==> src/rtl/mem_access_stage_if.sv <==
// Data-memory port of the MEM stage: valid/ready request channel plus a valid-only response.
// The stage drives the master side; the data memory drives the slave side.
`ifndef XLEN
`define XLEN 32
`endif

interface mem_access_stage_if #(
   parameter int XLEN = `XLEN
);
   logic            mem_req_valid;
   logic            mem_req_ready;
   logic [XLEN-1:0] mem_req_addr;
   logic            mem_req_we;
   logic [3:0]      mem_req_be;
   logic [XLEN-1:0] mem_req_wdata;
   logic            mem_rsp_valid;
   logic [XLEN-1:0] mem_rsp_rdata;

   modport master (
      output mem_req_valid,
      output mem_req_addr,
      output mem_req_we,
      output mem_req_be,
      output mem_req_wdata,
      input  mem_req_ready,
      input  mem_rsp_valid,
      input  mem_rsp_rdata
   );

   modport slave (
      input  mem_req_valid,
      input  mem_req_addr,
      input  mem_req_we,
      input  mem_req_be,
      input  mem_req_wdata,
      output mem_req_ready,
      output mem_rsp_valid,
      output mem_rsp_rdata
   );
endinterface

==> src/rtl/mem_access_stage.sv <==
// RV32I MEM stage: load/store issue, lane steering, load extension, MEM/WB register.
// Define MEM_MISALIGN_TRAP_EN to trap misaligned H/W accesses via wb_misaligned.
`ifndef XLEN
`define XLEN 32
`endif
`ifndef RESULT_SRC_BITS_COUNT
`define RESULT_SRC_BITS_COUNT 2
`endif

module mem_access_stage #(
   parameter int XLEN = `XLEN,
   parameter int RSB  = `RESULT_SRC_BITS_COUNT
) (
   input  logic            clk,
   input  logic            rst_n,
   input  logic            in_valid,
   output logic            in_stall,
   input  logic [XLEN-1:0] in_alu_result,
   input  logic [XLEN-1:0] in_store_data,
   input  logic [2:0]      in_funct3,
   input  logic            in_mem_read,
   input  logic            in_mem_write,
   input  logic [XLEN-1:0] in_pc_plus_4,
   input  logic [XLEN-1:0] in_pc_plus_imm,
   input  logic [RSB-1:0]  in_result_src,
   input  logic [4:0]      in_rd,
   input  logic            in_reg_write,
   mem_access_stage_if.master mem,
   output logic            wb_valid,
   output logic [XLEN-1:0] wb_alu_result,
   output logic [XLEN-1:0] wb_read_data,
   output logic [XLEN-1:0] wb_pc_plus_4,
   output logic [XLEN-1:0] wb_pc_plus_imm,
   output logic [RSB-1:0]  wb_result_src,
   output logic [4:0]      wb_rd,
`ifdef MEM_MISALIGN_TRAP_EN
   output logic            wb_misaligned,
`endif
   output logic            wb_reg_write
);

   typedef enum logic [1:0] {
      S_IDLE,
      S_REQ,
      S_WAIT
`ifdef MEM_MISALIGN_TRAP_EN
      , S_RESP
`endif
   } state_t;

   state_t          r_state;
   logic [XLEN-1:0] r_alu;
   logic [XLEN-1:0] r_pc4;
   logic [XLEN-1:0] r_pcimm;
   logic [RSB-1:0]  r_rsrc;
   logic [4:0]      r_rd;
   logic            r_regw;
   logic            r_we;
   logic [2:0]      r_f3;
   logic [1:0]      r_a;

   logic            w_is_mem;
   logic [1:0]      w_a;
   logic [3:0]      w_be;
   logic [XLEN-1:0] w_wdata;

   assign in_stall = (r_state != S_IDLE);
   assign w_is_mem = in_mem_read ^ in_mem_write;
   assign w_a      = in_alu_result[1:0];

`ifdef MEM_MISALIGN_TRAP_EN
   logic w_mis;
   always_comb begin
      w_mis = 1'b0;
      case (in_funct3)
         3'b001:  w_mis = w_a[0];
         3'b101:  w_mis = w_a[0] && in_mem_read;
         3'b010:  w_mis = (w_a != 2'b00);
         default: w_mis = 1'b0;
      endcase
   end
`endif

   // Loads always fetch the whole word; lane selection happens on return.
   always_comb begin
      w_be    = 4'b0000;
      w_wdata = '0;
      if (in_mem_read) begin
         w_be = 4'b1111;
      end else begin
         case (in_funct3)
            3'b000: begin
               w_be    = 4'b0001 << w_a;
               w_wdata = {4{in_store_data[7:0]}};
            end
            3'b001: begin
               w_be    = w_a[1] ? 4'b1100 : 4'b0011;
               w_wdata = {2{in_store_data[15:0]}};
            end
            3'b010: begin
               w_be    = 4'b1111;
               w_wdata = in_store_data;
            end
            default: begin
               w_be    = 4'b0000;
               w_wdata = '0;
            end
         endcase
      end
   end

   function automatic logic [XLEN-1:0] f_ext(
      input logic [2:0]      i_f3,
      input logic [1:0]      i_a,
      input logic [XLEN-1:0] i_d
   );
      logic [7:0]  v_b;
      logic [15:0] v_h;
      v_b = 8'(i_d >> {i_a, 3'b000});
      v_h = i_a[1] ? i_d[31:16] : i_d[15:0];
      case (i_f3)
         3'b000:  f_ext = {{(XLEN-8){v_b[7]}}, v_b};
         3'b100:  f_ext = {{(XLEN-8){1'b0}}, v_b};
         3'b001:  f_ext = {{(XLEN-16){v_h[15]}}, v_h};
         3'b101:  f_ext = {{(XLEN-16){1'b0}}, v_h};
         3'b010:  f_ext = i_d;
         default: f_ext = '0;
      endcase
   endfunction

   always_ff @(posedge clk or negedge rst_n) begin
      if (!rst_n) begin
         r_state            <= S_IDLE;
         r_alu              <= '0;
         r_pc4              <= '0;
         r_pcimm            <= '0;
         r_rsrc             <= '0;
         r_rd               <= '0;
         r_regw             <= 1'b0;
         r_we               <= 1'b0;
         r_f3               <= '0;
         r_a                <= '0;
         mem.mem_req_valid  <= 1'b0;
         mem.mem_req_addr   <= '0;
         mem.mem_req_we     <= 1'b0;
         mem.mem_req_be     <= '0;
         mem.mem_req_wdata  <= '0;
         wb_valid           <= 1'b0;
         wb_alu_result      <= '0;
         wb_read_data       <= '0;
         wb_pc_plus_4       <= '0;
         wb_pc_plus_imm     <= '0;
         wb_result_src      <= '0;
         wb_rd              <= '0;
         wb_reg_write       <= 1'b0;
`ifdef MEM_MISALIGN_TRAP_EN
         wb_misaligned      <= 1'b0;
`endif
      end else begin
         wb_valid <= 1'b0;
         case (r_state)
            S_IDLE: begin
               if (in_valid) begin
                  r_alu   <= in_alu_result;
                  r_pc4   <= in_pc_plus_4;
                  r_pcimm <= in_pc_plus_imm;
                  r_rsrc  <= in_result_src;
                  r_rd    <= in_rd;
                  r_regw  <= in_reg_write;
                  r_we    <= in_mem_write;
                  r_f3    <= in_funct3;
                  r_a     <= w_a;
                  if (!w_is_mem) begin
                     wb_valid       <= 1'b1;
                     wb_alu_result  <= in_alu_result;
                     wb_read_data   <= '0;
                     wb_pc_plus_4   <= in_pc_plus_4;
                     wb_pc_plus_imm <= in_pc_plus_imm;
                     wb_result_src  <= in_result_src;
                     wb_rd          <= in_rd;
                     wb_reg_write   <= in_reg_write;
`ifdef MEM_MISALIGN_TRAP_EN
                     wb_misaligned  <= 1'b0;
`endif
                  end
`ifdef MEM_MISALIGN_TRAP_EN
                  else if (w_mis) begin
                     r_state <= S_RESP;
                  end
`endif
                  else begin
                     r_state           <= S_REQ;
                     mem.mem_req_valid <= 1'b1;
                     mem.mem_req_addr  <= {in_alu_result[XLEN-1:2], 2'b00};
                     mem.mem_req_we    <= in_mem_write;
                     mem.mem_req_be    <= w_be;
                     mem.mem_req_wdata <= w_wdata;
                  end
               end
            end
            S_REQ: begin
               if (mem.mem_req_ready) begin
                  mem.mem_req_valid <= 1'b0;
                  r_state           <= S_WAIT;
               end
            end
            S_WAIT: begin
               if (mem.mem_rsp_valid) begin
                  wb_valid       <= 1'b1;
                  wb_alu_result  <= r_alu;
                  wb_read_data   <= r_we ? '0 : f_ext(r_f3, r_a, mem.mem_rsp_rdata);
                  wb_pc_plus_4   <= r_pc4;
                  wb_pc_plus_imm <= r_pcimm;
                  wb_result_src  <= r_rsrc;
                  wb_rd          <= r_rd;
                  wb_reg_write   <= r_regw;
`ifdef MEM_MISALIGN_TRAP_EN
                  wb_misaligned  <= 1'b0;
`endif
                  r_state        <= S_IDLE;
               end
            end
`ifdef MEM_MISALIGN_TRAP_EN
            S_RESP: begin
               wb_valid       <= 1'b1;
               wb_alu_result  <= r_alu;
               wb_read_data   <= '0;
               wb_pc_plus_4   <= r_pc4;
               wb_pc_plus_imm <= r_pcimm;
               wb_result_src  <= r_rsrc;
               wb_rd          <= r_rd;
               wb_reg_write   <= 1'b0;
               wb_misaligned  <= 1'b1;
               r_state        <= S_IDLE;
            end
`endif
            default: r_state <= S_IDLE;
         endcase
      end
   end

endmodule

==> src/flat_wrapper.sv <==
// flat-port wrapper written by rule: the top's interface ports become plain ports
module mem_access_stage_flat 
#(
   parameter int XLEN = `XLEN,
   parameter int RSB  = `RESULT_SRC_BITS_COUNT
)
  (clk, rst_n, in_valid, in_stall, in_alu_result, in_store_data, in_funct3, in_mem_read, in_mem_write, in_pc_plus_4, in_pc_plus_imm, in_result_src, in_rd, in_reg_write, wb_valid, wb_alu_result, wb_read_data, wb_pc_plus_4, wb_pc_plus_imm, wb_result_src, wb_rd, wb_reg_write, mem_mem_req_valid, mem_mem_req_addr, mem_mem_req_we, mem_mem_req_be, mem_mem_req_wdata, mem_mem_req_ready, mem_mem_rsp_valid, mem_mem_rsp_rdata);
  mem_access_stage_if #(.XLEN(XLEN)) mem_i ();
  input  logic clk;
  input  logic rst_n;
  input  logic in_valid;
  output logic in_stall;
  input  logic [XLEN-1:0] in_alu_result;
  input  logic [XLEN-1:0] in_store_data;
  input  logic [2:0] in_funct3;
  input  logic in_mem_read;
  input  logic in_mem_write;
  input  logic [XLEN-1:0] in_pc_plus_4;
  input  logic [XLEN-1:0] in_pc_plus_imm;
  input  logic [RSB-1:0] in_result_src;
  input  logic [4:0] in_rd;
  input  logic in_reg_write;
  output logic wb_valid;
  output logic [XLEN-1:0] wb_alu_result;
  output logic [XLEN-1:0] wb_read_data;
  output logic [XLEN-1:0] wb_pc_plus_4;
  output logic [XLEN-1:0] wb_pc_plus_imm;
  output logic [RSB-1:0] wb_result_src;
  output logic [4:0] wb_rd;
  output logic wb_reg_write;
  output wire logic [$bits(mem_i.mem_req_valid)-1:0] mem_mem_req_valid;
  output wire logic [$bits(mem_i.mem_req_addr)-1:0] mem_mem_req_addr;
  output wire logic [$bits(mem_i.mem_req_we)-1:0] mem_mem_req_we;
  output wire logic [$bits(mem_i.mem_req_be)-1:0] mem_mem_req_be;
  output wire logic [$bits(mem_i.mem_req_wdata)-1:0] mem_mem_req_wdata;
  input wire logic [$bits(mem_i.mem_req_ready)-1:0] mem_mem_req_ready;
  input wire logic [$bits(mem_i.mem_rsp_valid)-1:0] mem_mem_rsp_valid;
  input wire logic [$bits(mem_i.mem_rsp_rdata)-1:0] mem_mem_rsp_rdata;
  assign mem_mem_req_valid = mem_i.mem_req_valid;
  assign mem_mem_req_addr = mem_i.mem_req_addr;
  assign mem_mem_req_we = mem_i.mem_req_we;
  assign mem_mem_req_be = mem_i.mem_req_be;
  assign mem_mem_req_wdata = mem_i.mem_req_wdata;
  assign mem_i.mem_req_ready = mem_mem_req_ready;
  assign mem_i.mem_rsp_valid = mem_mem_rsp_valid;
  assign mem_i.mem_rsp_rdata = mem_mem_rsp_rdata;
  mem_access_stage #(.XLEN(XLEN), .RSB(RSB)) u_core (.clk(clk), .rst_n(rst_n), .in_valid(in_valid), .in_stall(in_stall), .in_alu_result(in_alu_result), .in_store_data(in_store_data), .in_funct3(in_funct3), .in_mem_read(in_mem_read), .in_mem_write(in_mem_write), .in_pc_plus_4(in_pc_plus_4), .in_pc_plus_imm(in_pc_plus_imm), .in_result_src(in_result_src), .in_rd(in_rd), .in_reg_write(in_reg_write), .mem(mem_i), .wb_valid(wb_valid), .wb_alu_result(wb_alu_result), .wb_read_data(wb_read_data), .wb_pc_plus_4(wb_pc_plus_4), .wb_pc_plus_imm(wb_pc_plus_imm), .wb_result_src(wb_result_src), .wb_rd(wb_rd), .wb_reg_write(wb_reg_write));
endmodule
==> config.mk <==
export PLATFORM = sky130hd
export DESIGN_NAME = mem_access_stage_flat
export DESIGN_NICKNAME = d
export VERILOG_FILES = /design/src/rtl/mem_access_stage_if.sv /design/src/rtl/mem_access_stage.sv /design/src/flat_wrapper.sv
export SDC_FILE = /design/constraint.sdc
export NUM_CORES = 1
export LEC_CHECK = 0
export CELL_PAD_IN_SITES_DETAIL_PLACEMENT = 0
export CELL_PAD_IN_SITES_GLOBAL_PLACEMENT = 1
export CORE_MARGIN = 4
export CORE_UTILIZATION = 38
export CTS_CLUSTER_SIZE = 16
export DETAILED_ROUTE_END_ITERATION = 8
export PLACE_DENSITY = 0.82
export SKIP_CTS_REPAIR_TIMING = 1
export SYNTH_ARGS = -nofsm -noshare
export SYNTH_HDL_FRONTEND = slang
export SYNTH_SLANG_ARGS = --single-unit
==> constraint.sdc <==
create_clock -name clk -period 3.5 [get_ports clk]
set_input_delay 1.05 -clock clk [delete_from_list [all_inputs] [get_ports clk]]
set_output_delay 1.05 -clock clk [all_outputs]
set_load 0.05 [all_outputs]
=== Yosys cells after proc, flatten, opt, wreduce, memory -nomap -nowiden ===
Cells that the tools add are included.

* Shift operators: 2
* Reduce and logical (&&, ||, !) cells: 11
* Bitwise operators: 1
* Eq/ne operators: 13
* Muxes and demuxes: 49

{| class="wikitable"
|+ Operators by type and width
! kind !! count
|-
| 32-bit 2-to-1 mux || 14
|-
| 32-bit case mux with 2 select lines || 4
|-
| 32-bit case mux with 5 select lines || 1
|-
| 32-bit case mux with 3 select lines || 1
|-
| 32-bit by 5-bit right shift with 8-bit output || 1
|-
| 16-bit 2-to-1 mux || 1
|-
| 5-bit 2-to-1 mux || 3
|-
| 2-bit 2-to-1 mux || 7
|-
| 4-bit case mux with 3 select lines || 1
|-
| 4-bit AND reduction || 3
|-
| 5-bit case mux with 2 select lines || 1
|-
| 1-bit 2-to-1 mux || 9
|-
| 4-bit 2-to-1 mux || 2
|-
| 2-bit != test, second input constant || 4
|-
| 3-bit by 1-bit == test with 1-bit output, second input constant || 2
|-
| 3-bit by 2-bit == test with 1-bit output, second input constant || 2
|-
| 3-bit == test, second input constant || 2
|-
| 3-bit zero test || 2
|-
| 1-bit case mux with 2 select lines || 3
|-
| 2-bit case mux with 3 select lines || 1
|-
| 2-bit nonzero test || 3
|-
| 2-bit case mux with 2 select lines || 1
|-
| 1-bit by 2-bit << shifter with 4-bit output, first input constant || 1
|-
| 3-bit AND reduction || 1
|-
| 6 further kinds || 6
|}

* Flip-flop bits (word level): 317
* Word-level logic and storage cells: 99
* Input bits: 178

=== Logic depth before layout (Yosys ltp) ===
* Word-level depth: 5
* Gate-level depth with buffers: 9

=== Worst setup path after synthesis ===
No wires, ideal clock.

* Path kind: input port to flip-flop
* Start point: input port in_mem_write
* End point: register u_core.wb_read_data[30]
* Buffers on the path: 3
* Setup slack: 1136 ps
* Data arrival time: 2233 ps
* Data required time: 3369 ps
* Library setup time: 131 ps
* Cell stages on the path: 7
* Cell sequence: buf_4 > xnor2_1 > a22oi_4 > buf_6 > a311oi_4 > buf_6 > a22oi_1

* Word-level cells in the longest chain between the ends: 3

{| class="wikitable"
|+ RTL lines
! element !! RTL line !! source
|-
| start: declaration || flat_wrapper.sv:17 || <nowiki>input logic in_mem_write;</nowiki>
|-
| 1-bit bitwise XOR || mem_access_stage.sv:68 || <nowiki>assign w_is_mem = in_mem_read ^ in_mem_write;</nowiki>
|-
| 2-bit != test (no line) || n/a ||
|-
| 4-bit AND reduction (no line) || n/a ||
|-
| end signal: assignment || mem_access_stage.sv:211 || <nowiki>wb_read_data <= r_we ? '0 : f_ext(r_f3, r_a, mem.mem_rsp_rdata);</nowiki>
|-
| end: declaration || mem_access_stage.sv:31 || <nowiki>output logic [XLEN-1:0] wb_read_data,</nowiki>
|}

Every way passes these cells.
A chain may end at the register's enable or synchronous reset.

=== Worst setup path in the final report ===
* Start point: register u_core.r_state[0]
* End point: output port in_stall

* Word-level cells in the longest chain between the ends: 1

{| class="wikitable"
|+ RTL lines
! element !! RTL line !! source
|-
| start: declaration || mem_access_stage.sv:51 || <nowiki>state_t r_state;</nowiki>
|-
| start signal: assignment || mem_access_stage.sv:133 || <nowiki>r_state <= S_IDLE;</nowiki>
|-
| start signal: assignment || mem_access_stage.sv:192 || <nowiki>r_state <= S_REQ;</nowiki>
|-
| start signal: assignment || mem_access_stage.sv:204 || <nowiki>r_state <= S_WAIT;</nowiki>
|-
| 2-bit nonzero test || mem_access_stage.sv:67 || <nowiki>assign in_stall = (r_state != S_IDLE);</nowiki>
|-
| end: declaration || flat_wrapper.sv:12 || <nowiki>output logic in_stall;</nowiki>
|}

Every way passes these cells.

==> impl_metrics.py <==
metrics = {
    "status": {
        "status": "complete, no violations",
    },
    "setup_path": {
        "critPathKind": "reg -> out",
        "reg2regPathDepth": 4,
        "crit_family": "buffers and inverters",
        "crit_buf_inv": 1,
        "critPathCapture": "in_stall",
        "path_depth": 2,
        "critPathMaxStageDelay_ns": 0.73,
        "regToRegSetupSlack_ns": 1.12,
        "reg2reg_to": "u_core.wb_read_data[25]",
        "worstReg2RegStart": "u_core.r_alu[1]",
        "startpoint": "u_core.r_state[0]",
        "end_kind": "output port",
        "required_ns": 2.45,
        "arrival_ns": 2.03,
        "cp_max_fo": 8,
        "worstPathCellList": "or2_2, clkdlybuf4s50_1",
        "start_kind": "flip-flop",
        "slowest_stage": "clkdlybuf4s50_1",
    },
    "drt": {
        "routed-via-count": 11100,
        "via_per_inst": 5.00,
        "drtAntennaViolNets": 0,
        "drtPass1Iterations": 5,
        "wire_per_inst_um": 18.3,
        "first_iter_violations": 576,
        "drt-total-wl_um": 40600,
        "drc": 0,
    },
    "floorplanning": {
        "start_util_pct": 38.4,
        "die-area_sq_mm": 0.0390,
        "fp.dieH_um": 197,
        "core_sq_mm": 0.0355,
        "rows": 69,
        "num_io_pins": 386,
        "die_width_um": 197,
    },
    "power": {
        "peakVddDrop_uv": 691,
        "power_mw": 17.8,
        "powerDensity_mw_per_mm2": 927,
        "p_leak_nw": 8.60,
    },
    "clock_tree": {
        "htreeDepth": 2,
        "cts_buffers": 36,
        "root_buffer": "clkbuf_16",
        "clk_path_buf_depth": 3,
        "path_clk_slew_ns": 0.06,
        "clkLatencyLatePin_ns": 0.50,
        "cts_tree": "done",
        "clock_sinks": 315,
    },
    "final_layout": {
        "fin_nets": 1905,
        "mostFrequentLayoutCells": "nand2_1 (494), clkdlybuf4s50_1 (382), dfrtp_1 (315)",
        "syn2layout_area_growth_pct": 40.6,
        "layout_commonest_cell": "nand2_1",
        "drive_above_1_share_pct": 8.44,
        "fillers": 3205,
    },
    "timing": {
        "clock-skew-final_ns": 0.0143,
        "fin_crit_sh_pct": 87.9,
        "finalCriticalPeriod_ns": 3.08,
        "rsz0062_at_grt": "no",
        "slew-limit-headroom_pct": 33.7,
        "clock.fmax_mhz": 325,
        "setup_tns_ns": 0,
        "tightest_slew_ns": 0.995,
        "report.final.setup_viol": 0,
        "drv_slew": 0,
        "hold_violations": 0,
    },
    "synthesis": {
        "ys_ff_latch": 315,
        "avgSynthCellArea_sq_um": 9.99,
        "synth_cell_types": 51,
        "synth_cells": 1365,
        "yosysWarnings": 0,
        "syn-cell-area_sq_mm": 0.0136,
        "synthArstFlopShare_pct": 100,
        "synth-edff-count": 0,
        "ys_seq_area_share_pct": 57.8,
        "dominantRegCellSynth": "dfrtp_1",
    },
    "global_route": {
        "grt_util_all_layers_pct": 20.3,
        "grt_pass1_vias": 11300,
        "grt_pass1_wl_um": 63700,
        "gr-total-overflow": 0,
        "antenna_found_initial": 3,
        "grt_start_max_net_pins": 106,
    },
    "min_path": {
        "holdCritPathClass": "reg -> reg",
    },
    "flow_run": {
        "maxCapViolCount": 0,
    },
    "place": {
        "detailed_place_hpwl_um": 28600,
        "port_buffers": 383,
        "place_congestion": 0.860,
    },
}
==> how the worst min path moves through the flow <==
stage	from	endpoint	slack, ns	cells past startpoint
2_1_floorplan	u_core.r_we	u_core.r_we	0.44	2
3_3_place_gp	u_core.r_alu[29]	u_core.r_alu[29]	0.46	2
3_5_place_dp	u_core.r_rsrc[1]	u_core.r_rsrc[1]	0.46	2
4_1_cts	u_core.r_rsrc[1]	u_core.r_rsrc[1]	0.48	2
5_1_grt	u_core.r_pcimm[0]	u_core.r_pcimm[0]	0.49	2
6_report	u_core.r_alu[10]	u_core.r_alu[10]	0.47	2
==> registers in the layout, indices dropped and copies added, names as in the netlist, 2 cells and up <==
register                  count
u_core.mem.mem_req_wdata     32
u_core.r_alu                 32
u_core.r_pc4                 32
u_core.r_pcimm               32
u_core.wb_alu_result         32
u_core.wb_pc_plus_4          32
u_core.wb_pc_plus_imm        32
u_core.wb_read_data          32
u_core.mem.mem_req_addr      30
u_core.r_rd                   5
u_core.wb_rd                  5
u_core.mem.mem_req_be         4
u_core.r_f3                   3
u_core.r_rsrc                 2
u_core.r_state                2
u_core.wb_result_src          2
==> worst register-to-register path, stage by stage, from the launching register on <==
cell and delay, ns:
dfrtp_1 0.82, mux2i_1 0.35, nor4_1 0.12, a311oi_4 0.71
a22oi_1 0.21
==> routing by layer <==
layer / part of all wire (%) / vias up / track usage [%]
met5: 0.032 / - / 0
met4: 2.9 / 2 / 6.45
met3: 7.5 / 64 / 5.41
met2: 46 / 359 / 32.3
met1: 43 / 5364 / 27.4
li1: - / 5297 / -
==> logic make-up (layout without fill, tap and decap cells) <==
group | count (synthesis) | in the layout | share of synthesized area (%)
simple gates | 549 | 549 | 15.9
mux | 158 | 158 | 12.0
flops | 315 | 315 | 57.8
buf+inv | 96 | 483 | 3.54
other cells | 1 | 4 | 0.0275
xor+xnor | 2 | 2 | 0.128
compound gates | 244 | 244 | 10.6
==> Yosys cell counts, types with 9 or more instances <==
cell type	count	area (sq um)
o21ai_0	134	671
mux2i_1	116	1160
nor2b_1	15	93.8
buf_6	9	101
clkbuf_1	45	169
nor2_1	20	75.1
dfrtp_1	315	7880
a22oi_1	17	128
nand2_1	495	1860
buf_2	29	145
mux2_2	42	473
o21ai_1	15	75.1
a21oi_1	34	170
==> through the flow <==
| step | instances | area, sq um | utilization, % | worst slack [ns] | hold slack (ns) |
|---|---|---|---|---|---|
| floorplan | 1366 | 13600 | - | 1.14 | 0.438 |
| global placement | 2150 | 18000 | 50.8 | 0.324 | 0.457 |
| detailed placement | 2150 | 18000 | 50.8 | 0.286 | 0.462 |
| CTS | 2214 | 19200 | 54.0 | 0.387 | 0.476 |
| global route | 2216 | 19200 | 54.1 | 0.341 | 0.491 |
| finish | 2216 | 19200 | 54.1 | 0.423 | 0.472 |
==> layout make-up <==
| type | count | area (sq um) | share of cell area (%) |
|---|---|---|---|
| inverters | 5 | 18.8 | 0.0978 |
| diodes | 2 | 5.00 | 0.0261 |
| repair buffers | 414 | 4230 | 22.1 |
| flip-flops and latches | 315 | 7880 | 41.1 |
| well taps | 461 | 577 | 3.01 |
| clock buffers | 46 | 1000 | 5.21 |
| multi-input cells | 955 | 5300 | 27.6 |
| clock inverters | 18 | 168 | 0.874 |
==> report_power, final <==
part	switching [mW]	internal, mW	total (mW)
clock network	1.48	2.24	3.72
registers	0.832	5.01	5.85
logic	5.42	2.79	8.21
Power figures use the tool's default switching activity.
